$ cat config.mk
export PLATFORM = sky130hd
export DESIGN_NAME = mac_operand_feeder
export DESIGN_NICKNAME = d
export VERILOG_FILES = /design/src/rtl/mac_operand_feeder.sv
export SDC_FILE = /design/constraint.sdc
export NUM_CORES = 1
export LEC_CHECK = 0
export CAP_MARGIN = 20
export CORE_ASPECT_RATIO = 0.8
export CORE_MARGIN = 4
export CORE_UTILIZATION = 55
export DETAILED_ROUTE_END_ITERATION = 6
export PLACE_DENSITY = 0.85
export RECOVER_POWER = 25
export SETUP_SLACK_MARGIN = 0.2
export SLEW_MARGIN = 20
export SYNTH_ARGS = -nofsm -noshare
export SYNTH_HDL_FRONTEND = slang
export SYNTH_SLANG_ARGS = --single-unit
$ cat constraint.sdc
create_clock -name clk -period 3.26 [get_ports clk]
set_input_delay 0.652 -clock clk [delete_from_list [all_inputs] [get_ports clk]]
set_output_delay 0.652 -clock clk [all_outputs]
set_load 0.005 [all_outputs]
$ cat src/rtl/mac_operand_feeder.sv
// mac_operand_feeder: buffers (a, b) operand pairs in a small FIFO and, on
// start, clears the downstream 8x8 MAC and streams exactly len pairs into it.
// Operands are zero whenever no pair is being issued, so the accumulator holds.
module mac_operand_feeder #(
   parameter int DEPTH = 4,
   parameter int LEN_W = 8
) (
   input  logic             clk,
   input  logic             rst,
   input  logic             start,
   input  logic [LEN_W-1:0] len,
   input  logic             in_valid,
   output logic             in_ready,
   input  logic [7:0]       in_a,
   input  logic [7:0]       in_b,
   output logic [7:0]       mac_a,
   output logic [7:0]       mac_b,
   output logic             mac_clr,
   output logic             busy,
   output logic             done
);

   localparam int AW = (DEPTH > 1) ? $clog2(DEPTH) : 1;
   localparam logic [AW:0] FULL_CNT = (AW+1)'(DEPTH);

   typedef enum logic [2:0] {
      S_IDLE,
      S_CLEAR,
      S_RUN,
      S_FLUSH,
      S_DONE
   } state_t;

   state_t           state_q, state_d;
   logic [LEN_W-1:0] remaining_q, remaining_d;
   logic [AW:0]      count_q, count_d;
   logic [AW-1:0]    wptr_q, wptr_d;
   logic [AW-1:0]    rptr_q, rptr_d;
   logic [7:0]       mac_a_q, mac_a_d;
   logic [7:0]       mac_b_q, mac_b_d;
   logic [7:0]       mem_a_q [DEPTH];
   logic [7:0]       mem_b_q [DEPTH];

   logic full;
   logic empty;
   logic push;
   logic pop;

   assign full     = (count_q == FULL_CNT);
   assign empty    = (count_q == '0);
   assign push     = in_valid && !full;
   assign in_ready = !full;

   assign mac_a   = mac_a_q;
   assign mac_b   = mac_b_q;
   assign busy    = (state_q != S_IDLE);
   assign done    = (state_q == S_DONE);
   // The MAC is held cleared for the whole time reset is low, not just after it.
   assign mac_clr = (state_q == S_CLEAR) || !rst;

   // FIFO storage: written on every accepted push, never reset.
   always_ff @(posedge clk) begin
      if (push) begin
         mem_a_q[wptr_q] <= in_a;
         mem_b_q[wptr_q] <= in_b;
      end
   end

   // Sequencer next state, pop decision and next MAC operands.
   always_comb begin
      state_d     = state_q;
      remaining_d = remaining_q;
      mac_a_d     = '0;
      mac_b_d     = '0;
      pop         = 1'b0;
      case (state_q)
         S_IDLE: begin
            if (start) begin
               remaining_d = len;
               state_d     = S_CLEAR;
            end
         end
         S_CLEAR: begin
            state_d = (remaining_q == '0) ? S_DONE : S_RUN;
         end
         S_RUN: begin
            // An empty FIFO issues a zero bubble; remaining is always >= 1 here.
            if (!empty) begin
               pop         = 1'b1;
               mac_a_d     = mem_a_q[rptr_q];
               mac_b_d     = mem_b_q[rptr_q];
               remaining_d = remaining_q - LEN_W'(1);
               if (remaining_q == LEN_W'(1)) begin
                  state_d = S_FLUSH;
               end
            end
         end
         S_FLUSH: begin
            state_d = S_DONE;
         end
         S_DONE: begin
            state_d = S_IDLE;
         end
         default: begin
            state_d = S_IDLE;
         end
      endcase
   end

   // FIFO pointer and occupancy bookkeeping; push and pop together cancel out.
   always_comb begin
      wptr_d  = push ? wptr_q + AW'(1) : wptr_q;
      rptr_d  = pop  ? rptr_q + AW'(1) : rptr_q;
      count_d = count_q;
      case ({push, pop})
         2'b10:   count_d = count_q + (AW+1)'(1);
         2'b01:   count_d = count_q - (AW+1)'(1);
         default: count_d = count_q;
      endcase
   end

   // Control and operand registers with synchronous active-low reset.
   always_ff @(posedge clk) begin
      if (!rst) begin
         state_q     <= S_IDLE;
         remaining_q <= '0;
         count_q     <= '0;
         wptr_q      <= '0;
         rptr_q      <= '0;
         mac_a_q     <= '0;
         mac_b_q     <= '0;
      end else begin
         state_q     <= state_d;
         remaining_q <= remaining_d;
         count_q     <= count_d;
         wptr_q      <= wptr_d;
         rptr_q      <= rptr_d;
         mac_a_q     <= mac_a_d;
         mac_b_q     <= mac_b_d;
      end
   end

endmodule

**Yosys cells after proc, flatten, opt, wreduce, memory -nomap -nowiden**

Memories as Yosys holds them, arrays and structs flattened. A register that Yosys moved wholly into a read port is not among the register bits.
Index checks and enable logic that the tools add are counted.

- Add/subtract/negate cells: 5
- Eq/ne operators: 11
- Multiplexer cells: 13
- Bitwise gates (word level): 2
- Reduce and logical (&&, ||, !) cells: 13

Operator list:

| kind | number |
|---|---|
| $mux 8 | 2 |
| $pmux 8 s2 | 1 |
| $mux 3 | 4 |
| $pmux 3 s4 | 1 |
| $eq 8x1->1 const B | 1 |
| $logic_not 8->1 | 1 |
| $sub 8x1->8 const B | 1 |
| $eq 3x2->1 const B | 2 |
| $eq 3x3->1 const B | 2 |
| $logic_not 3->1 | 2 |
| $ne 2x2->1 const B | 3 |
| $pmux 3 s2 | 1 |
| $reduce_and 3->1 | 2 |
| $add 2x1->2 const B | 2 |
| $mux 1 | 4 |
| $reduce_bool 2->1 | 2 |
| $add 3x1->3 const B | 1 |
| $eq 3x1->1 const B | 1 |
| $reduce_bool 3->1 | 1 |
| $reduce_or 3->1 | 1 |
| $sub 3x1->3 const B | 1 |
| $eq 2x1->1 const B | 1 |
| $eq 2x2->1 const B | 1 |
| $logic_not 1->1 | 2 |
| 3 further kinds | 4 |

- Register bits after elaboration: 18
- RAM bits: 64
- Input bits: 28
- Output and inout port bits: 20
- Word-level logic and storage cells: 51
- Memories: 2

Memory list:

| name | words | bits a word | rd ports | clocked after Yosys merged registers in | wr ports | RTL line | source |
|---|---|---|---|---|---|---|---|
| mem_a_q | 4 | 8 | 1 | 1 | 1 | 41 | `logic [7:0] mem_a_q [DEPTH];` |
| mem_b_q | 4 | 8 | 1 | 1 | 1 | 42 | `logic [7:0] mem_b_q [DEPTH];` |

**Longest topological paths before layout**

Gate-level depths: netlist (run 1).

- Depth in word-level cells: 5
- Mapped depth: 10
- Gate-level depth less buffers: 9

**Worst setup path after synthesis (run 1)**

Ideal clock, no wire load.

- Path kind: register -> register
- Start: register state_q[1]
- End: register count_q[2]
- Setup time: 76 ps
- Arrival: 2320 ps
- Required time: 3184 ps
- Path slack: 864 ps
- Cell stages (with the launch flop): 11
- Path buffers: 2
- Clock period less this slack: 2396 ps
- Cells stage by stage: dfxtp_1 -> or3b_1 -> buf_2 -> nor2_4 -> buf_6 -> ha_1 -> inv_1 -> fa_1 -> xor2_1 -> or3_1 -> a21boi_0

- Cells in the longest elaborated chain, start to end: 4
- Elaborated cells on any way between the ends: 6
- Those cells by class: 3 x eq/ne; 2 x mux; 1 x reduce/logical

RTL lines:

| what | RTL line | source |
|---|---|---|
| start, declared | 34 | `state_t state_q, state_d;` |
| start signal, assigned | 133 | `state_q <= state_d;` |
| $eq 3x2->1 (*) | 76 | `case (state_q)` |
| $mux 1 (*) | 76 |  |
| net pop | 47 | `logic pop;` |
| $eq 2x1->1 / $eq 2x2->1 (equally long branches) | 115 | `case ({push, pop})` |
| $pmux 3 s2 / $reduce_bool 2->1 (equally long branches) | n/a |  |
| end signal, assigned | 135 | `count_q <= count_d;` |
| end, declared | 36 | `logic [AW:0] count_q, count_d;` |

Mark *: on every way through the listed nets, which the timed path passes. The rest lies on a longest branch.
A chain may end at the register's enable or synchronous reset.

**Worst setup path after layout (run 1)**

- Start: register state_q[1]
- End: output mac_clr

- Cells in the longest elaborated chain, start to end: 2

RTL lines:

| what | RTL line | source |
|---|---|---|
| $eq 3x1->1 | 59 | `assign mac_clr = (state_q == S_CLEAR) \|\| !rst;` |
| $logic_or 1x1->1 | 59 |  |
| end, declared | 18 | `output logic mac_clr,` |

Every way passes these cells.

==> impl_results.md, run 1 <==
- Outcome: complete, no violations
- Max Transition Viols Final: 0
- Overflow after GRT: 0
- Int Pwr: 1.917 mW
- Sink Count: 98
- Post-Synth XOR/XNOR Area: between 1 and 1.5%
- Clk_skew: between 0.009 and 0.01 ns
- Worst-path maximum fanout: 15
- RSZ-0062 raised after global routing: no
- Initial Util: 56.41%
- Via count: between 2000 and 2500
- Antenna violations before repair: 0
- DRT Pass-1 Iters: 4
- Final Setup Violations: 0
- Iter 0 DRT Violations: 96
- # diodes: 0
- DR WL/cell: about 18 microns
- YS warnings: 0
- Clk slew on worst S/H paths: about 0.090 ns
- Final Instance Area: 4639 sq um
- First-pass GRT wire length: about 12000 microns
- Top cells by area, synth: edfxtp_1, dfxtp_1, mux4_2
- GRT Total Usage: a little under a fifth
- Maximum vdd drop: between 0.3 and 0.4 mV
- Max-Cap Viols: 0
- Postcts setup bufs: 0
- Detail Placement HPWL: a little under 5000 microns
- Hold buffers post-CTS: 0
- Largest family of logic cells by synthesized area: simple AND/OR/NAND/NOR gates
- Post-route DRC: 0
- # rows: 27
- ANT nets after route: 0
- Synth area leader: edfxtp_1
- Simple-gate share of the synthesized area: around 11%
- Final period utilization: between 70% and 80%
- Sw Ratio: 27.84%
- Leakage: roughly 1.7 nW
- Die width: 102.0 microns
- Rel. slew slack: roughly 44%
- Tmin final: between 2 and 3 ns
- Commonest non-fill, non-tap cell in the layout: edfxtp_1
- # IOs: 48
- Crit path DAT: roughly 1.9 ns
- Layout Nets: 352
- Critical path capture point type: output pin
- Psw: ~0.74 mW
- Area fraction in compound gates after synthesis: roughly 5.5%
- Yosys top cell area share: about half
- Worst skew pair latency: 0.35 ns
- CTS H-tree lvls: 3
- Cts repair resizes: 0
- Clk buf depth: 2
- Post-synthesis cell area: slightly below 4000 sq um
- Core Region: around 6900 sq um
- CTS tree: built
- CTS Buf Count: 9
- Power Dens Cells: roughly 570 nW/um^2
- Hold Path Class: reg2reg
- Clk pwr share: a little over a quarter
- Critical path startpoint category: flip-flop
- Synthesized Nets: 297
- Die Y-Extent: 83.20 microns
- Fin. Hold Viols: 0
- Area delta synth->final: 19.34%
- Synth unique cells: 40
- Fin util: between 60% and 70%
- Number of global-route vias before repair: ~2400
- Setup TNS: 0 ns
- Critical Path RT: 2.61 ns
- Adder-cell area share of the yosys netlist: just over 3%
- Syn Inst Count: 260
- CTS root buf: clkbuf_8
- Number of vias per cell: ~5.6
- Syn Area/Cell: ~15 sq um
- Instance area at placement: 4463 sq um
- Total wire length: between 7000 and 8000 microns
- Largest net degree at the start of global routing: 34
- Setup CP Type: reg2out
- Gate power share: between 10% and 20%
- F_max: around 400 MHz
- Die Footprint: roughly 8500 sq um
- Register bit total from synthesis: just under 100
- Layout cell share with drive strength beyond 1: 13.44%
- Fillers: approximately 500
- Post-synthesis mux area share: under 10%
- Post-synthesis sequential area ratio: 66.95%
- RePlAce Congestion: around 0.87
- Port bufs: 47
- Sequential power share: roughly 56%
- Worst-margin pin slew: around 0.83 ns
- Most frequent cells in the layout: edfxtp_1, clkdlybuf4s50_1, dfxtp_1, and3_1, mux4_2
## cell families (layout without fill, tap and decap cells)
group,after synthesis,in the layout
buf+inv,24,84
compound gates,33,33
simple gates,75,75
mux,16,16
flops,98,98
xor+xnor,5,5
fa+ha+maj,9,9
## layer usage
| layer | GRT usage [%] | share of wire, % | vias to the layer above |
|---|---|---|---|
| met3 | 7.473 | 6.7 | 9 |
| met1 | 24.87 | 44 | 1120 |
| met2 | 28.91 | 48 | 69 |
| li1 | - | - | 1091 |
| met5 | 0 | 0 | - |
| met4 | 5.721 | 1.2 | 0 |
## area by class of cell
| cell class | instances | area [sq um] | area share, % |
|---|---|---|---|
| clock buffer | 9 | 123.9 | 2.670 |
| clock inverter | 7 | 52.55 | 1.133 |
| inverter | 13 | 48.80 | 1.052 |
| multi-input combinational | 138 | 1172 | 25.27 |
| sequential | 98 | 2603 | 56.10 |
| tap | 87 | 108.9 | 2.346 |
| timing repair buffer | 55 | 530.5 | 11.43 |
## per-stage QoR
step                      hold WS, ns  cells  total power [mW]  setup WS (ns)
after floorplan                0.4672    260             1.817         0.8644
after global placement         0.4914    391             1.957         0.6336
after detailed placement       0.5162    391             1.982         0.5134
after CTS                      0.5294    407             2.678         0.7171
after global routing           0.5602    407             2.795         0.6095
final                          0.5236    407             2.657         0.7428
## power groups by stage
stage	sequential (mW)	combinational, mW	clock, mW
CTS	1.48	0.473	0.723
global route	1.49	0.526	0.774
global placement	1.50	0.454	0
detailed placement	1.51	0.471	0
floorplan	1.49	0.326	0
finish	1.48	0.469	0.705
## synthesized netlist by cell type
cell	instances
nor3_1	6
nor2_4	1
nor2b_1	1
inv_1	13
a31oi_1	1
edfxtp_1	64
or3_1	1
buf_2	3
o211ai_1	4
o211a_1	1
a21boi_0	3
buf_1	1
nor2_1	9
nand4_1	2
o21ai_0	9
and2_1	6
ha_1	8
or3b_1	2
a41oi_1	2
fa_1	1
buf_4	1
nand3_1	7
nor4_1	1
xor2_1	3
mux4_2	16
a21oi_1	8
a21o_1	3
nand2b_1	2
xnor2_1	2
clkbuf_1	4
o21ai_1	1
nor3b_2	1
a221oi_2	1
dfxtp_1	34
nand3b_1	1
buf_6	2
nor3b_1	4
nand2_1	9
and3_1	21
or4b_1	1
## worst max-delay path, stage by stage, from the launching register on
cell and delay [ns]:
dfxtp_1 0.32, buf_4 0.18, inv_1 0.18, nand2_1 0.07, o21ai_0 0.21, clkdlybuf4s50_1 0.55
## state kept, by name (all words and copies together) (netlist names), 3 cells and up
register and flops:
count_q 3, mac_a 8, mac_b 8, mem_a_q 32, mem_b_q 32, remaining_q 8
state_q 3
## final timing paths
kind                 to  cells past startpoint  slack, ns  startpoint
max             mac_clr                      5       0.74  state_q[1]
min           wptr_q[1]                      2       0.52   wptr_q[1]
max reg2reg  count_q[2]                      9       0.81  count_q[2]
min reg2reg   wptr_q[1]                      2       0.52   wptr_q[1]
Power figures use the tool's default switching activity.
==> run 2: changes to the inputs <==
--- a/config.mk
+++ b/config.mk
@@ -8,9 +8,9 @@
 export CAP_MARGIN = 20
 export CORE_ASPECT_RATIO = 0.8
 export CORE_MARGIN = 4
-export CORE_UTILIZATION = 55
+export CORE_UTILIZATION = 49
 export DETAILED_ROUTE_END_ITERATION = 6
-export PLACE_DENSITY = 0.85
+export PLACE_DENSITY = 0.81
 export RECOVER_POWER = 25
 export SETUP_SLACK_MARGIN = 0.2
 export SLEW_MARGIN = 20
==> constraint.sdc (replaced) <==
create_clock -name clk -period 2.18 [get_ports clk]
set_input_delay 0.436 -clock clk [delete_from_list [all_inputs] [get_ports clk]]
set_output_delay 0.436 -clock clk [all_outputs]
set_load 0.005 [all_outputs]
==> impl_results.md, run 2 (same netlist as run 1, synthesis figures left out) <==
- Total wire length: 7377 microns (+0.71%)
- Layout cell share with drive strength beyond 1: 20.42% (+7.0 points)
- Fillers: 583 (+19%)
- Critical path capture point type: flip-flop
- Worst path slowest cell: or3b_4
- Worst hold path stage count: 2 (unchanged)
- Setup TNS: 0 ns (unchanged)
- DRT Pass-1 Iters: 5 (+1)
- Fin. Hold Viols: 0 (unchanged)
- Initial Util: 51.37% (-5.0 points)
- Iter 0 DRT Violations: 151 (+57%)
- Area delta synth->final: 23.95%
- Setup CP Type: reg2reg
- Sequential power share: 52.9% (-2.9 points)
- Worst Path Buf+Inv: 2 (-1)
- Clk_skew: 0.01164 ns (+0.002619 ns)
- Commonest non-fill, non-tap cell in the layout: edfxtp_1
- Post-route DRC: 0 (unchanged)
- Critical Path RT: 2.46 ns (-0.15 ns)
- Final Setup Violations: 0 (unchanged)
- Final Instance Area: 4818 sq um (+3.9%)
- Worst r2r path cells: 9 (unchanged)
- Worst Hold End: wptr_q[1]
- Max-Cap Viols: 0 (unchanged)
- F_max: between 400 and 500 MHz
- Rel. slew slack: 49.58% (+5.2 points)
- Maximum vdd drop: 0.5553 mV (+53%)
- CTS H-tree lvls: 3 (unchanged)
- Crit path depth: 9 (+4)
- ANT nets after route: 0 (unchanged)
- Via count: 2361 (+3.1%)
- RSZ-0062 raised after global routing: yes
- Clk pwr share: 27.7% (+1.2 points)
- Worst-path maximum fanout: 2 (-13)
- Number of global-route vias before repair: 2401 (-0.66%)
- Clk buf depth: 2 (unchanged)
- Die Footprint: 9431 sq um (+11%)
- Int Pwr: 3.062 mW (+60%)
- Sink Count: 98 (unchanged)
- Clk slew on worst S/H paths: 0.09 ns (about the same)
- Reg-to-Reg Start: count_q[2]
- Detail Placement HPWL: 4796 microns (-3.3%)
- Psw: 1.090 mW (+47%)
- CTS tree: built
- Port bufs: 47 (unchanged)
- Outcome: complete, no violations
- Worst-margin pin slew: 0.7546 ns (-0.07858 ns)
- Sw Ratio: 26.25% (-1.6 points)
- Antenna violations before repair: 0 (unchanged)
- Instance area at placement: 4593 sq um (+2.9%)
- Power Dens Cells: 861.7 nW/um^2 (+50%)
- Area of the multi-input gates: 1202 sq um (+2.6%)
- Crit path DAT: 2.36 ns (+0.49 ns)
- CTS root buf: clkbuf_8
- # rows: 28 (+3.7%)
- Pwr Total: 4.152 mW (+56%)
- Reg area: 2608 sq um (+0.19%)
- CTS Buf Count: 9 (unchanged)
- Worst path top cell family by delay: simple AND/OR/NAND/NOR gates
- FF-to-FF End: count_q[2]
- Fin util: 63.67% (-3.6 points)
- Top Registers: mem_a_q (32), mem_b_q (32)
- CP peak stage delay: 0.37 ns (-0.18 ns)
- Die Y-Extent: 87.67 microns (+5.4%)
- Crit-path cells: or3b_4 > and2_4 > inv_4 > ha_4 > inv_2 > fa_2 > xor2_1 > or3_1 > a21boi_1
- Tmin final: between 2 and 2.5 ns
- Core Region: 7567 sq um (+9.8%)
- Hold Path Class: reg2reg
- Critical path startpoint category: flip-flop
- Hold buffers post-CTS: 0 (unchanged)
- Worst skew pair latency: 0.35 ns (about the same)
- Largest net degree at the start of global routing: 34 (unchanged)
- Layout Nets: 365 (+3.7%)
- Final period utilization: a little over nine tenths
- Reg-to-reg setup timing slack: 0.11 ns (-0.70 ns)
- Min-delay src: wptr_q[1]
- RePlAce Congestion: 0.8908 (+2.2%)
- Number of vias per cell: 5.390 (-4.2%)
- Leakage: 1.773 nW (+6.5%)
- # IOs: 48 (unchanged)
- Die width: 107.6 microns (+5.5%)
- Overflow after GRT: 0 (unchanged)
- # diodes: 0 (unchanged)
- First-pass GRT wire length: 11720 microns (-2.0%)
- Most frequent cells in the layout: edfxtp_1, clkdlybuf4s50_1, dfxtp_1, and3_1, buf_4
- DR WL/cell: 16.84 microns (-6.4%)
- Gate power share: 19.4% (+1.7 points)
- Max Transition Viols Final: 0 (unchanged)
- GRT Total Usage: 16.54% (-2.3 points)
[run 2: changes by cell type in the layout (fill, tap and decap cells not counted), moves of 2 or more]
cell | previous run | this run
clkbuf_1 | 0 | 2
o21ai_0 | 9 | 7
o21ai_1 | 1 | 3
dlygate4sd2_1 | 0 | 2
or3b_1 | 2 | 0
buf_4 | 8 | 21
clkdlybuf4s50_1 | 35 | 31
inv_4 | 0 | 3
dfxtp_1 | 34 | 30
inv_1 | 13 | 10
inv_6 | 3 | 1
or3b_4 | 0 | 2
dfxtp_2 | 0 | 4
[run 2: worst max-delay path by stage]
| stage | start | endpoint | slack, ns |
|---|---|---|---|
| 2_1_floorplan | state_q[0] | count_q[2] | -0.03 |
| 3_3_place_gp | in_valid | count_q[2] | -0.07 |
| 4_1_cts | state_q[2] | count_q[2] | 0.07 |
| 5_1_grt | count_q[2] | count_q[2] | 0.0005 |
| 6_report | count_q[2] | count_q[2] | 0.11 |
| 3_5_place_dp | in_valid | count_q[2] | -0.10 |
[run 2: worst reg2reg max path: stages, from the launching register on]
cell,delay [ns]
dfxtp_2,0.33
or3b_4,0.37
and2_4,0.16
inv_4,0.06
ha_4,0.14
inv_2,0.03
fa_2,0.32
xor2_1,0.15
or3_1,0.30
a21boi_1,0.14
[run 2: final cells by class]
cell class | count | share of cell area, %
well taps | 105 | 2.727
clock buffers | 12 | 3.012
inverters | 13 | 1.117
flip-flops and latches | 98 | 54.12
multi-input cells | 138 | 24.95
clock inverters | 4 | 1.039
repair buffers | 68 | 13.04
[run 2: repair_timing]
item                                    4_1_cts  5_1_grt
gates resized for setup                       6       10
buffers inserted                              0        1
endpoints found under the setup margin        6        5
pin swaps                                     0        2
[run 2: metrics by stage]
stage	cells	setup slack (ns)	hold WS (ns)
floorplan	260	-0.03362	0.4672
global placement	421	-0.06678	0.4976
global route	438	0.0005349	0.5495
CTS	437	0.06978	0.5125
detailed placement	421	-0.1010	0.4982
finish	438	0.1087	0.5149
[run 2: power by group through the flow]
stage                     registers, mW  logic, mW  clock network [mW]
after floorplan                    2.23      0.500                   0
after detailed placement           2.24      0.783                   0
after global placement             2.23      0.750                   0
after CTS                          2.19      0.787                1.18
final                              2.20      0.804                1.15
after global routing               2.21      0.884                1.26
[run 2: metal layers]
metal	wire length, microns	track usage (%)
met5	0	0
met4	158	6.881
met3	478	4.422
met2	3363	25.40
met1	3377	22.62
==> run 3: changes to the inputs <==
--- a/config.mk
+++ b/config.mk
@@ -13,6 +13,7 @@
 export PLACE_DENSITY = 0.81
 export RECOVER_POWER = 25
 export SETUP_SLACK_MARGIN = 0.2
+export SKIP_LAST_GASP = 1
 export SLEW_MARGIN = 20
 export SYNTH_ARGS = -nofsm -noshare
 export SYNTH_HDL_FRONTEND = slang
==> results of run 3 <==
No change in the layout: final DEF, timing and power equal those of run 2.
